## config.mk

```make
export PLATFORM = sky130hd
export DESIGN_NAME = flash_pin_arbiter_flat
export DESIGN_NICKNAME = d
export VERILOG_FILES = /design/src/rtl/flash_pin_arbiter_if.sv /design/src/rtl/flash_pin_arbiter.sv /design/src/flat_wrapper.sv
export SDC_FILE = /design/constraint.sdc
export NUM_CORES = 1
export LEC_CHECK = 0
export CORE_MARGIN = 2
export CORE_UTILIZATION = 24
export DETAILED_ROUTE_END_ITERATION = 16
export PLACE_DENSITY_LB_ADDON = 0.1
export SYNTH_ARGS = -nofsm -noshare
export SYNTH_HDL_FRONTEND = slang
export SYNTH_SLANG_ARGS = --single-unit
export TNS_END_PERCENT = 10
```

## constraint.sdc

```tcl
create_clock -name core_clk -period 1.4 [get_ports core_clk]
set_input_delay 0.28 -clock core_clk [delete_from_list [all_inputs] [get_ports core_clk]]
set_output_delay 0.28 -clock core_clk [all_outputs]
set_load 0.01 [all_outputs]
```

## src/rtl/flash_pin_arbiter_if.sv

```systemverilog
// rtl/flash_pin_arbiter_if.sv - requester, flash pin and status signals shared by the QSPI pin arbiter
interface flash_pin_arbiter_if;
    logic       m0_req;
    logic       m0_gnt;
    logic       m0_csb;
    logic       m0_clk;
    logic [3:0] m0_io_do;
    logic [3:0] m0_io_oeb;
    logic [3:0] m0_io_di;

    logic       m1_req;
    logic       m1_gnt;
    logic       m1_csb;
    logic       m1_clk;
    logic [3:0] m1_io_do;
    logic [3:0] m1_io_oeb;
    logic [3:0] m1_io_di;

    logic       flash_csb;
    logic       flash_clk;
    logic [3:0] flash_io_do;
    logic [3:0] flash_io_oeb;
    logic [3:0] flash_io_di;

    logic       busy;
    logic       owner;

    // Requesters and the io_buf side drive these; the arbiter observes them
    modport master (
        output m0_req, m0_csb, m0_clk, m0_io_do, m0_io_oeb,
        output m1_req, m1_csb, m1_clk, m1_io_do, m1_io_oeb,
        output flash_io_di,
        input  m0_gnt, m0_io_di, m1_gnt, m1_io_di,
        input  flash_csb, flash_clk, flash_io_do, flash_io_oeb,
        input  busy, owner
    );

    // The arbiter's view
    modport slave (
        input  m0_req, m0_csb, m0_clk, m0_io_do, m0_io_oeb,
        input  m1_req, m1_csb, m1_clk, m1_io_do, m1_io_oeb,
        input  flash_io_di,
        output m0_gnt, m0_io_di, m1_gnt, m1_io_di,
        output flash_csb, flash_clk, flash_io_do, flash_io_oeb,
        output busy, owner
    );
endinterface

```

## src/rtl/flash_pin_arbiter.sv

```systemverilog
// rtl/flash_pin_arbiter.sv - round-robin owner of the QSPI flash pins with a parked guard gap between owners
module flash_pin_arbiter #(
    parameter int GUARD_CYCLES = 4,
    parameter int CNT_W        = 8
) (
    input  logic                 core_clk,
    input  logic                 core_rst,
    flash_pin_arbiter_if.slave   bus
);

    typedef enum logic [1:0] {
        IDLE  = 2'd0,
        GNT0  = 2'd1,
        GNT1  = 2'd2,
        GUARD = 2'd3
    } state_t;

    state_t             state_q, state_d;
    logic               owner_q, owner_d;
    logic               m0_gnt_q, m0_gnt_d;
    logic               m1_gnt_q, m1_gnt_d;
    logic [CNT_W-1:0]   cnt_q, cnt_d;

    // State, grants, owner and guard counter; reset clears grants so the pins park without a clock
    always_ff @(posedge core_clk or posedge core_rst) begin
        if (core_rst) begin
            state_q  <= IDLE;
            owner_q  <= 1'b1;
            m0_gnt_q <= 1'b0;
            m1_gnt_q <= 1'b0;
            cnt_q    <= '0;
        end else begin
            state_q  <= state_d;
            owner_q  <= owner_d;
            m0_gnt_q <= m0_gnt_d;
            m1_gnt_q <= m1_gnt_d;
            cnt_q    <= cnt_d;
        end
    end

    // Arbitration: owners release only with req low and csb high; the guard then counts down to IDLE
    always_comb begin
        state_d = state_q;
        owner_d = owner_q;
        cnt_d   = cnt_q;
        case (state_q)
            IDLE: begin
                if (bus.m0_req && bus.m1_req) begin
                    // Round-robin: the side that did not own last time wins the tie
                    state_d = owner_q ? GNT0 : GNT1;
                    owner_d = ~owner_q;
                end else if (bus.m0_req) begin
                    state_d = GNT0;
                    owner_d = 1'b0;
                end else if (bus.m1_req) begin
                    state_d = GNT1;
                    owner_d = 1'b1;
                end
            end
            GNT0: begin
                if (!bus.m0_req && bus.m0_csb) begin
                    state_d = GUARD;
                    cnt_d   = CNT_W'(GUARD_CYCLES - 1);
                end
            end
            GNT1: begin
                if (!bus.m1_req && bus.m1_csb) begin
                    state_d = GUARD;
                    cnt_d   = CNT_W'(GUARD_CYCLES - 1);
                end
            end
            GUARD: begin
                if (cnt_q == '0) begin
                    state_d = IDLE;
                end else begin
                    cnt_d = cnt_q - 1'b1;
                end
            end
            default: state_d = IDLE;
        endcase
        m0_gnt_d = (state_d == GNT0);
        m1_gnt_d = (state_d == GNT1);
    end

    // Pin mux: the granted requester drives the pins directly, otherwise they sit parked
    always_comb begin
        bus.flash_csb    = 1'b1;
        bus.flash_clk    = 1'b0;
        bus.flash_io_do  = 4'h0;
        bus.flash_io_oeb = 4'hF;
        bus.m0_io_di     = 4'h0;
        bus.m1_io_di     = 4'h0;
        if (m0_gnt_q) begin
            bus.flash_csb    = bus.m0_csb;
            bus.flash_clk    = bus.m0_clk;
            bus.flash_io_do  = bus.m0_io_do;
            bus.flash_io_oeb = bus.m0_io_oeb;
            bus.m0_io_di     = bus.flash_io_di;
        end else if (m1_gnt_q) begin
            bus.flash_csb    = bus.m1_csb;
            bus.flash_clk    = bus.m1_clk;
            bus.flash_io_do  = bus.m1_io_do;
            bus.flash_io_oeb = bus.m1_io_oeb;
            bus.m1_io_di     = bus.flash_io_di;
        end
    end

    assign bus.m0_gnt = m0_gnt_q;
    assign bus.m1_gnt = m1_gnt_q;
    assign bus.owner  = owner_q;
    assign bus.busy   = (state_q != IDLE);

endmodule

```

## src/flat_wrapper.sv

```systemverilog
// flat-port wrapper written by rule: the top's interface ports become plain ports
module flash_pin_arbiter_flat 
#(
    parameter int GUARD_CYCLES = 4,
    parameter int CNT_W        = 8
)
  (core_clk, core_rst, bus_m0_req, bus_m0_csb, bus_m0_clk, bus_m0_io_do, bus_m0_io_oeb, bus_m1_req, bus_m1_csb, bus_m1_clk, bus_m1_io_do, bus_m1_io_oeb, bus_flash_io_di, bus_m0_gnt, bus_m0_io_di, bus_m1_gnt, bus_m1_io_di, bus_flash_csb, bus_flash_clk, bus_flash_io_do, bus_flash_io_oeb, bus_busy, bus_owner);
  flash_pin_arbiter_if bus_i ();
  input  logic core_clk;
  input  logic core_rst;
  input wire logic [$bits(bus_i.m0_req)-1:0] bus_m0_req;
  input wire logic [$bits(bus_i.m0_csb)-1:0] bus_m0_csb;
  input wire logic [$bits(bus_i.m0_clk)-1:0] bus_m0_clk;
  input wire logic [$bits(bus_i.m0_io_do)-1:0] bus_m0_io_do;
  input wire logic [$bits(bus_i.m0_io_oeb)-1:0] bus_m0_io_oeb;
  input wire logic [$bits(bus_i.m1_req)-1:0] bus_m1_req;
  input wire logic [$bits(bus_i.m1_csb)-1:0] bus_m1_csb;
  input wire logic [$bits(bus_i.m1_clk)-1:0] bus_m1_clk;
  input wire logic [$bits(bus_i.m1_io_do)-1:0] bus_m1_io_do;
  input wire logic [$bits(bus_i.m1_io_oeb)-1:0] bus_m1_io_oeb;
  input wire logic [$bits(bus_i.flash_io_di)-1:0] bus_flash_io_di;
  output wire logic [$bits(bus_i.m0_gnt)-1:0] bus_m0_gnt;
  output wire logic [$bits(bus_i.m0_io_di)-1:0] bus_m0_io_di;
  output wire logic [$bits(bus_i.m1_gnt)-1:0] bus_m1_gnt;
  output wire logic [$bits(bus_i.m1_io_di)-1:0] bus_m1_io_di;
  output wire logic [$bits(bus_i.flash_csb)-1:0] bus_flash_csb;
  output wire logic [$bits(bus_i.flash_clk)-1:0] bus_flash_clk;
  output wire logic [$bits(bus_i.flash_io_do)-1:0] bus_flash_io_do;
  output wire logic [$bits(bus_i.flash_io_oeb)-1:0] bus_flash_io_oeb;
  output wire logic [$bits(bus_i.busy)-1:0] bus_busy;
  output wire logic [$bits(bus_i.owner)-1:0] bus_owner;
  assign bus_i.m0_req = bus_m0_req;
  assign bus_i.m0_csb = bus_m0_csb;
  assign bus_i.m0_clk = bus_m0_clk;
  assign bus_i.m0_io_do = bus_m0_io_do;
  assign bus_i.m0_io_oeb = bus_m0_io_oeb;
  assign bus_i.m1_req = bus_m1_req;
  assign bus_i.m1_csb = bus_m1_csb;
  assign bus_i.m1_clk = bus_m1_clk;
  assign bus_i.m1_io_do = bus_m1_io_do;
  assign bus_i.m1_io_oeb = bus_m1_io_oeb;
  assign bus_i.flash_io_di = bus_flash_io_di;
  assign bus_m0_gnt = bus_i.m0_gnt;
  assign bus_m0_io_di = bus_i.m0_io_di;
  assign bus_m1_gnt = bus_i.m1_gnt;
  assign bus_m1_io_di = bus_i.m1_io_di;
  assign bus_flash_csb = bus_i.flash_csb;
  assign bus_flash_clk = bus_i.flash_clk;
  assign bus_flash_io_do = bus_i.flash_io_do;
  assign bus_flash_io_oeb = bus_i.flash_io_oeb;
  assign bus_busy = bus_i.busy;
  assign bus_owner = bus_i.owner;
  flash_pin_arbiter #(.GUARD_CYCLES(GUARD_CYCLES), .CNT_W(CNT_W)) u_core (.core_clk(core_clk), .core_rst(core_rst), .bus(bus_i));
endmodule
```

==> flow_summary.toml <==
[placed_design]
post_dp_cell_area_um2 = 1730
port_buffers = 49
detailedPlace.worstSlack_ns = -0.560
routabilityCongestion = 0.941
dp_hpwl_um = 2670

[flow_run]
drv_cap = 0

[cells_and_area]
fin_util_pct = 46.5
num-nets-final = 223
stdcell_area_um2 = 1860
diodes = 0
syn_to_final_growth_pct = 86.7
drive_gt1_share_pct = 41.1

[power_and_ir_drop]
p_seq_share_pct = 20.8
vdd_drop_max_mv = 1.02
p_sw_w = 0.00151
totalPowerFinal_w = 0.00372
swShare_pct = 40.5
intPower_w = 0.00222
powerDensity_nw_per_um2 = 2000
p_leak_nw = 0.834
combPwrFrac_pct = 70.0
p_clk_share_pct = 9.2

[cts]
ctsRootBufferMaster = "clkbuf_8"
htree_num_levels = 1
clk_pin_slew_worst_paths_ns = 0.06
clock_latency_ns = 0.25
ctsHoldBuffers = 0
clockBufferDepth = 2
cts-buffers-inserted = 3
cts_tree = "built"
clock-sinks = 13

[logic_synthesis]
syn_area_um2 = 997
synth_cells = 114
yosys_warnings = 0
synth_nets = 144
ys.flop_type = "dfrtp_1"
synth_cell_type_count = 40
yosysSeqAreaShare_pct = 32.7
ys_ff_latch = 13
synth_edf_count = 0
async_flop_share_pct = 100
synth_area_per_cell_um2 = 8.75

[global_route]
antenna_found_initial = 0
grt_overflow = 0
grt_max_degree = 14
grt_pass1_vias = 1088
grt_util_all_layers_pct = 14.4
grt_pass1_wl_um = 5070

[sta]
hold_slack_ns = 0.339
fin_crit_ns = 1.68
worst_pin_slew_ns = 0.422
fmax_ghz = 0.596
final.period_utilization_pct = 120
fin_skew_ns = 0.00388
fin_ws_ns = -0.279
final-hold-violation-count = 0
rsz0062_at_grt = "yes"
setup_viol = 27
maxSlewViolCount = 0
max_slew_margin_pct = 71.5

[routing]
dr.pass1.iters = 4
avgRoutedWirePerCell_um = 14.3
post-route-drc-count = 0
routed_wirelength_um = 3450
vias_per_cell = 4.69
ant_nets = 0
vias = 1135
drtIter0Drc = 18

[worst_setup_path]
start_kind = "register"
path_class = "register to register"
arrival_ns = 1.81
critPathMaxFanout = 2
crit_required_ns = 1.53
critPathCaptureType = "register"

[floorplanning]
ios = 50
rows = 23
die_w_um = 68.5
initial_utilization_pct = 24.9
die_h_um = 68.5
die_area_um2 = 4690
placeableCoreArea_um2 = 4000

[hold_path]
hold_path.class = "primary input to async pin"

[outcome]
status = "finished, violations left"
failed_checks = "setup timing"
## cells in the final DEF, fill, tap and decap left out, types with 2 or more instances in the layout
cell,instances
a211o_1,2
a21oi_1,7
a22o_1,5
and2_1,4
and2_4,4
buf_2,9
buf_4,30
buf_6,7
clkbuf_8,3
clkdlybuf4s50_1,27
dfrtp_1,11
dlygate4sd2_1,7
ha_4,2
inv_1,7
inv_2,2
mux2_4,2
mux2i_1,3
nand2_1,6
nand2b_1,4
nand3_1,4
nor2_1,5
nor2_2,2
nor2b_1,5
o21ai_0,2
o21ai_2,2
or3_4,3
## layout make-up
cell class | instances | area (um^2)
Timing Repair Buffer | 80 | 681
Inverter | 9 | 33.8
Sequential cell | 13 | 328
Fill cell | 385 | 2140
Tap cell | 50 | 62.6
Clock buffer | 4 | 45.0
Multi-Input combinational cell | 86 | 712
## synth_stat cells (2+ instances only)
| library cell | number | share of area (%) |
|---|---|---|
| inv_1 | 9 | 3.4 |
| nor2b_1 | 7 | 4.4 |
| mux2_1 | 2 | 2.3 |
| ha_1 | 2 | 2.5 |
| nand2b_1 | 4 | 2.5 |
| nand2_1 | 6 | 2.3 |
| a22o_1 | 5 | 4.4 |
| dfrtp_1 | 12 | 30 |
| o21ai_0 | 5 | 2.5 |
| nor2_1 | 7 | 2.6 |
| a211o_1 | 2 | 1.8 |
| o31ai_1 | 2 | 1.5 |
| or3_1 | 2 | 1.3 |
| and2_1 | 8 | 5.0 |
| a21oi_1 | 8 | 4.0 |
| mux2i_1 | 3 | 3.0 |
| nand3_1 | 4 | 2.0 |
| clkbuf_1 | 3 | 1.1 |
| buf_2 | 2 | 1.0 |
## flip-flops by register name (all words and copies together) (netlist names)
register           flops
u_core.bus.m0_gnt      1
u_core.bus.m1_gnt      1
u_core.bus.owner       1
u_core.cnt_q           8
u_core.state_q         2
## worst paths after layout
path	slack [ns]	end	startpoint	cells past startpoint
worst max-delay path	-0.28	u_core.cnt_q[1]	u_core.cnt_q[0]	6
worst min-delay path	0.34	u_core.cnt_q[2]	core_rst	3
max in group asynchronous	0.82	u_core.bus.owner	core_rst	3
worst max register to register	-0.28	u_core.cnt_q[1]	u_core.cnt_q[0]	6
worst min register to register	0.63	u_core.cnt_q[7]	u_core.cnt_q[7]	2
min in group core_clk	0.63	u_core.cnt_q[7]	u_core.cnt_q[7]	2
## stage by stage
step | setup TNS (ns) | instances
2_1_floorplan | -0.667 | 114
3_3_place_gp | -10.73 | 234
3_5_place_dp | -10.93 | 234
4_1_cts | -4.80 | 239
5_1_grt | -6.22 | 242
6_report | -4.47 | 242
## worst max-delay path, stage by stage (launching register included)
cell      delay (ns)
dfrtp_1         0.39
inv_2           0.08
ha_4            0.13
nand4b_1        0.18
nor4_4          0.36
nor3_2          0.11
mux2_4          0.31
## timing repair
action                                 in CTS  in global routing
buffers inserted                            2                  3
endpoints found under the hold margin       0                  0
setup endpoints to repair                  34                 32
resized for setup                          79                 25
pin swaps                                   5                  4
## routing by layer
layer / share of wire, % / track usage [%] / routed length [um]
met5: 0 / 0 / 0
met4: 1.3 / 2.75 / 45
met3: 6.1 / 3.45 / 209
met2: 51 / 25.2 / 1770
met1: 41 / 17.9 / 1430
## cells by family after synthesis
| family | Yosys count | synth area share (%) |
|---|---|---|
| and+or+nand+nor | 49 | 32.0 |
| DFF | 13 | 32.7 |
| adders and majority gates | 2 | 2.51 |
| muxes | 5 | 5.27 |
| xor gates and xnor gates | 1 | 0.878 |
| AOI/OAI and AO/OA | 29 | 20.6 |
| buffers and inverters | 15 | 6.02 |
## power groups by stage
stage	combinational [W]	sequential, W	clock (W)
2_1_floorplan	0.00117	0.000746	0
3_3_place_gp	0.00234	0.000751	0
3_5_place_dp	0.00237	0.000762	0
4_1_cts	0.00233	0.000763	0.000347
5_1_grt	0.00287	0.000803	0.000367
6_report	0.00261	0.000775	0.000342
No activity file was read; power rests on OpenSTA's default activity.
